<file path="src/rtl/fir_inverse.sv">
// fir_inverse: deconvolution filter that undoes the team's direct-form FIR.
// It rebuilds x[n] = y[n] - sum_{i=1..N} K[i]*x[n-i] with one shared
// multiply-accumulate unit that handles one tap per cycle.
// A small sequencer walks IDLE -> MAC -> OUT.
// Optional build macro: FIR_INV_SAT_EN. When it is defined, an out-of-range
// result is clamped to the W_X limits. Otherwise the result wraps.
// m_err reports an out-of-range result in both builds.
module fir_inverse #(
    parameter int N   = 3,
    parameter int W_X = 4,
    parameter int W_K = 4,
    parameter int W_Y = W_X + W_K + $clog2(N),
    parameter logic signed [W_K-1:0] K [0:N] = '{4'sd1, 4'sd2, 4'sd3, 4'sd4}
) (
    input  logic                  clk,
    input  logic                  rst,
    input  logic                  s_valid,
    output logic                  s_ready,
    input  logic signed [W_Y-1:0] s_y,
    output logic                  m_valid,
    input  logic                  m_ready,
    output logic signed [W_X-1:0] m_x,
    output logic                  m_err
);

    // Accumulator width leaves headroom for y minus N products.
    localparam int W_A  = W_Y + W_K + 1;
    localparam int W_P  = W_K + W_X;
    localparam int HN   = (N < 1) ? 1 : N;
    localparam int W_I  = ($clog2(N + 1) < 1) ? 1 : $clog2(N + 1);

    localparam logic signed [W_A-1:0] X_MAX = W_A'((2 ** (W_X - 1)) - 1);
    localparam logic signed [W_A-1:0] X_MIN = -W_A'(2 ** (W_X - 1));

    // The inverse is only causal and exact when the leading tap is unity.
    generate
        if (K[0] != 1) begin : g_bad_k0
            $error("fir_inverse: K[0] must be 1");
        end
    endgenerate

    typedef enum logic [1:0] {
        IDLE = 2'd0,
        MAC  = 2'd1,
        OUT  = 2'd2
    } state_t;

    state_t                  state_q, state_d;
    logic signed [W_A-1:0]   acc_q, acc_d;
    logic [W_I-1:0]          i_q, i_d;
    logic signed [W_X-1:0]   h_q [1:HN];
    logic signed [W_X-1:0]   h_d [1:HN];
    logic                    m_valid_q, m_valid_d;
    logic signed [W_X-1:0]   m_x_q, m_x_d;
    logic                    m_err_q, m_err_d;

    logic signed [W_K-1:0]   k_sel;
    logic signed [W_X-1:0]   h_sel;
    logic signed [W_P-1:0]   prod;
    logic signed [W_A-1:0]   prod_ext;
    logic                    acc_err;
    logic signed [W_X-1:0]   x_val;

    // Select the coefficient and history word addressed by the tap counter.
    always_comb begin
        k_sel = '0;
        h_sel = '0;
        for (int t = 1; t <= N; t++) begin
            if (i_q == W_I'(t)) begin
                k_sel = K[t];
                h_sel = h_q[t];
            end
        end
        prod     = k_sel * h_sel;
        prod_ext = {{(W_A - W_P){prod[W_P-1]}}, prod};
    end

    // Range check and output formatting of the finished accumulator.
    always_comb begin
        acc_err = (acc_q > X_MAX) || (acc_q < X_MIN);
`ifdef FIR_INV_SAT_EN
        if (acc_err) begin
            x_val = acc_q[W_A-1] ? X_MIN[W_X-1:0] : X_MAX[W_X-1:0];
        end else begin
            x_val = acc_q[W_X-1:0];
        end
`else
        x_val = acc_q[W_X-1:0];
`endif
    end

    // Sequencer: accept y, run N MAC cycles, then present one result.
    always_comb begin
        state_d   = state_q;
        acc_d     = acc_q;
        i_d       = i_q;
        h_d       = h_q;
        m_valid_d = m_valid_q;
        m_x_d     = m_x_q;
        m_err_d   = m_err_q;
        s_ready   = 1'b0;
        case (state_q)
            IDLE: begin
                s_ready = 1'b1;
                if (s_valid) begin
                    acc_d   = {{(W_A - W_Y){s_y[W_Y-1]}}, s_y};
                    i_d     = W_I'(1);
                    state_d = (N == 0) ? OUT : MAC;
                end
            end
            MAC: begin
                acc_d = acc_q - prod_ext;
                i_d   = i_q + W_I'(1);
                if (i_q == W_I'(N)) begin
                    state_d = OUT;
                end
            end
            OUT: begin
                // The first OUT cycle registers m_x and m_err from the final
                // accumulator. After that they stay frozen until the handshake.
                if (!m_valid_q) begin
                    m_valid_d = 1'b1;
                    m_x_d     = x_val;
                    m_err_d   = acc_err;
                end else if (m_ready) begin
                    // History holds the emitted sample, so the inverse tracks
                    // exactly what downstream saw, even after wrap or clamp.
                    m_valid_d = 1'b0;
                    h_d[1]    = m_x_q;
                    for (int k = 2; k <= N; k++) begin
                        h_d[k] = h_q[k-1];
                    end
                    i_d     = '0;
                    state_d = IDLE;
                end
            end
            default: begin
                state_d = IDLE;
            end
        endcase
    end

    // Control, accumulator and output registers.
    always_ff @(posedge clk) begin
        if (rst) begin
            state_q   <= IDLE;
            acc_q     <= '0;
            i_q       <= '0;
            m_valid_q <= 1'b0;
            m_x_q     <= '0;
            m_err_q   <= 1'b0;
        end else begin
            state_q   <= state_d;
            acc_q     <= acc_d;
            i_q       <= i_d;
            m_valid_q <= m_valid_d;
            m_x_q     <= m_x_d;
            m_err_q   <= m_err_d;
        end
    end

    // History registers, one per tap.
    generate
        for (genvar gi = 1; gi <= HN; gi++) begin : g_hist
            // Clear on reset. Otherwise load the value the sequencer chose.
            always_ff @(posedge clk) begin
                if (rst) begin
                    h_q[gi] <= '0;
                end else begin
                    h_q[gi] <= h_d[gi];
                end
            end
        end
    endgenerate

    assign m_valid = m_valid_q;
    assign m_x     = m_x_q;
    assign m_err   = m_err_q;

endmodule

</file>
<file path="config.mk">
export PLATFORM = sky130hd
export DESIGN_NAME = fir_inverse
export DESIGN_NICKNAME = d
export VERILOG_FILES = /design/src/rtl/fir_inverse.sv
export SDC_FILE = /design/constraint.sdc
export NUM_CORES = 1
export LEC_CHECK = 0
export ABC_CLOCK_PERIOD_IN_PS = 8460
export CORE_MARGIN = 5
export CORE_UTILIZATION = 45
export DETAILED_ROUTE_END_ITERATION = 12
export RECOVER_POWER = 25
export SLEW_MARGIN = 20
export SYNTH_ARGS = -nofsm -noshare
export SYNTH_HDL_FRONTEND = slang
export SYNTH_SLANG_ARGS = --single-unit
</file>
<file path="constraint.sdc">
create_clock -name clk -period 8.46 [get_ports clk]
set_input_delay 1.692 -clock clk [delete_from_list [all_inputs] [get_ports clk]]
set_output_delay 1.692 -clock clk [all_outputs]
set_load 0.005 [all_outputs]
</file>
==> implementation parameters <==
Parameter                              Value

Drt
  Post-route antenna net violation count    0
  Via count    2830
  First-pass DRT Iterations    4
  DRC violations left    0
  Wire length per cell after detailed routing    15.9 um
  Via-to-Cell Ratio    5.50
  Final wirelength    8180 um
  Violation count after the first detailed-routing iteration    187

Timing
  Setup repair after global routing missed its margin    no
  Final Hold Viols    0
  Final Max Tran Viols    41
  Minimum clock period    4.90 ns
  Worst Tran Pin Value    1.92 ns
  Largest clock skew in the final design    0.00408 ns
  Max_slew headroom    -28.1%
  Final worst-path cycle share    57.9%
  Fmax achieved    204 MHz
  Sum Neg Setup Slack    0 ns
  Worst hold slack    0.472 ns
  Final setup violating endpoints    0

Global routing
  First-pass GRT wire length    13400 um
  Aggregate global routing overflow    0
  Overall global routing resource usage    19.3%
  Via count of the first global-routing pass    2681
  Initial antenna violation count    0
  Pin count of the biggest net entering global routing    41

Critical path
  Critical Path Start    i_q[0]$_SDFFE_PP0P_
  Register-to-register path setup slack    3.56 ns
  Crit path largest cell delay    0.53 ns
  Startpoint-to-endpoint class of the critical path    flop to flop
  Critical Path Start Type    flop
  Critical Path AT    5.00 ns
  Cell chain of the critical path    inv_1 -> ha_1 -> nand2_1 -> nand2_1 -> o22a_1 -> and2_1 -> ha_1 -> inv_1 -> fa_1 -> inv_1 -> fa_1 -> inv_1 -> ha_1 -> and4_1 -> o21ai_0 -> nand4_1 -> o21ai_0 -> o21a_1 -> o221ai_1
  Number of cells on the worst reg-to-reg path    19
  Largest fanout on the critical path    12
  Critical path required time    8.56 ns
  R2R Path Start    i_q[0]$_SDFFE_PP0P_
  Reg2Reg Capture Point    acc_q[14]$_SDFFE_PP0P_
  CP Capture Type    flop
  Worst setup path endpoint    acc_q[14]$_SDFFE_PP0P_
  Cell with the largest stage delay on the worst path    fa_1
  Most used cell, CP    inv_1

Final layout
  Non-filler instance count after layout    515
  Register cell area after layout    741 um2
  Utilization after layout    51.5%
  Area growth from synthesis to layout    10.1%
  Final net count    479
  Count of inserted antenna diode cells    0
  Total area of multi-input combinational cells    2160 um2
  Share of post-route cells with drive strength above 1    4.77%
  Fillcell total    683

Floorplanning
  Total I/O pin count    21
  Width of the chip    94.5 um
  Starting Density    46.8%
  Placement Rows    30
  Height of the die    94.5 um
  Die Area    8930 um2
  Core outline area    6870 um2

Synthesis
  Cell area after synthesis    3210 um2
  Number of instances in the synthesized netlist    411
  Cell accounting for the most synthesized area    dfxtp_1
  Ys Warns    0
  Proportion of synthesized chip area in sequential cells    23.1%
  Syn Area/Cell    7.82 um2
  Most used flip-flop cell after synthesis    dfxtp_1
  Synth top area share    23.1%
  Syn Nets    472
  Async set-reset flop share out of synthesis    0%
  Flops & latches, synth    37
  Number of synthesized flops with an enable pin    0
  Top cells by instance count after synthesis    46 x inv_1, 46 x nand2_1, 42 x ha_1
  Yosys cell types    61
  Largest cells by area after synthesis    dfxtp_1 23%, ha_1 16%, a21oi_1 6.2%, inv_1 5.4%, nand2_1 5.4%

Hold path
  Hold Crit Class    flop to flop

Clock network
  Register clock-pin slew on the reported worst setup and hold paths    0.09 ns
  Post-CTS setup-driven buffer insertion count    0
  Hold bufs inserted after CTS    0
  Number of H-tree levels    2
  Clock Sink Count    37
  Count of cells resized by post-cts repair    0
  Worst-Skew Late Latency    0.30 ns
  Clock buffers created by TritonCTS    5
  Clock buffer depth    2
  Clock root buffer    clkbuf_8
  Clock tree from TritonCTS    yes

Job
  Max-cap check violation count    1

Placement
  Number of port buffers    20
  Cell count after placement    507
  Routability congestion estimate    0.899
  HPWL Detailed    6060 um

Power and ir drop
  Total design power    656 uW
  Standby leakage power    1.45 nW
  Maximum vdd drop    0.0865 mV
  Ratio of total power to cell area    185 nW/um2

Outcome
  Violations in the final reports    max-capacitance violations, max-slew violations
  Run status    finished, violations left
## metal layers
metal / vias up / track usage (%) / routed length [um]
li1: 1454 / - / -
met1: 1301 / 28.8 / 4120
met2: 73 / 29.3 / 3560
met3: 2 / 3.03 / 458
met4: 0 / 4.09 / 35
met5: - / 0 / 0
## worst max-delay path: cells and delay by family, from the launching register on
family,cells,cell delay [ns]
AOI/OAI and AO/OA,5,1.22
adders and majority gates,5,1.98
buffers and inverters,4,0.22
DFF,1,0.41
and+or+nand+nor,5,0.90
## kinds of logic after synthesis
family | Yosys count | share of synthesized area (%)
multiplexers | 7 | 2.61
buffers and inverters | 67 | 9.62
flip-flops | 37 | 23.1
AO/OA/AOI/OAI | 100 | 20.4
adder cells (fa/ha/maj) | 47 | 19.5
XOR/XNOR | 9 | 2.45
AND/OR/NAND/NOR | 144 | 22.4
## worst min path at each step
stage,start,to,cells past startpoint
floorplan,h_q[1]$_SDFFE_PP0P_,h_q[1]$_SDFFE_PP0P_,2
global placement,h_q[3]$_SDFFE_PP0P_,h_q[3]$_SDFFE_PP0P_,2
detailed placement,m_x[0]$_SDFFE_PP0P_,h_q[8]$_SDFFE_PP0P_,2
CTS,m_x[0]$_SDFFE_PP0P_,h_q[8]$_SDFFE_PP0P_,2
global route,h_q[3]$_SDFFE_PP0P_,h_q[3]$_SDFFE_PP0P_,2
finish,m_x[0]$_SDFFE_PP0P_,h_q[8]$_SDFFE_PP0P_,2
## sequential cells by signal, summed over array words and instances, names as in the netlist
name and flops:
acc_q 15, h_q 12, i_q 2, m_err 1
m_valid 1, m_x 4, state_q 2
## through the flow
stage	cell area, um2	worst slack (ns)
after detailed placement	3400	3.65
after floorplan	3210	4.04
after CTS	3540	3.61
after global placement	3400	3.79
final	3540	3.56
after global routing	3540	3.18
## layout make-up
type	instances	area share, %
clock buffers	5	1.94
clock inverters	3	1.94
inverters	46	4.88
multi-input cells	307	61.1
flip-flops and latches	37	20.9
well taps	96	3.39
repair buffers	21	5.76
## cell usage in the layout, fill, tap and decap left out, types with 2 or more instances in the layout
cell type	Yosys	final
a211oi_1	4	4
a21o_1	4	4
a21oi_1	40	40
a221oi_1	4	4
a31oi_1	3	3
a41oi_1	2	2
and2_1	9	9
and3_1	2	2
and4_2	2	2
bufinv_16	0	2
clkbuf_8	0	5
clkdlybuf4s50_1	0	19
dfxtp_1	37	37
fa_1	5	5
ha_1	42	42
inv_1	46	46
mux2i_1	5	5
nand2_1	46	46
nand2b_1	11	11
nand3_1	6	6
nand3b_1	3	3
nand4_1	12	12
nor2_1	28	28
nor2b_1	6	6
nor3_1	9	9
nor4_1	3	3
o211ai_1	2	2
o211ai_2	2	2
o21a_1	2	2
o21ai_0	15	15
o221ai_1	2	2
o22ai_1	2	2
o311ai_0	2	2
or2_2	2	2
or3_1	2	2
xnor2_1	5	5
xor2_1	4	4
## power breakdown
group	internal, mW	total [mW]	switching [mW]
registers	0.188	0.208	0.0204
logic	0.108	0.253	0.145
clock network	0.119	0.194	0.0753
No activity file was read; power rests on OpenSTA's default activity.
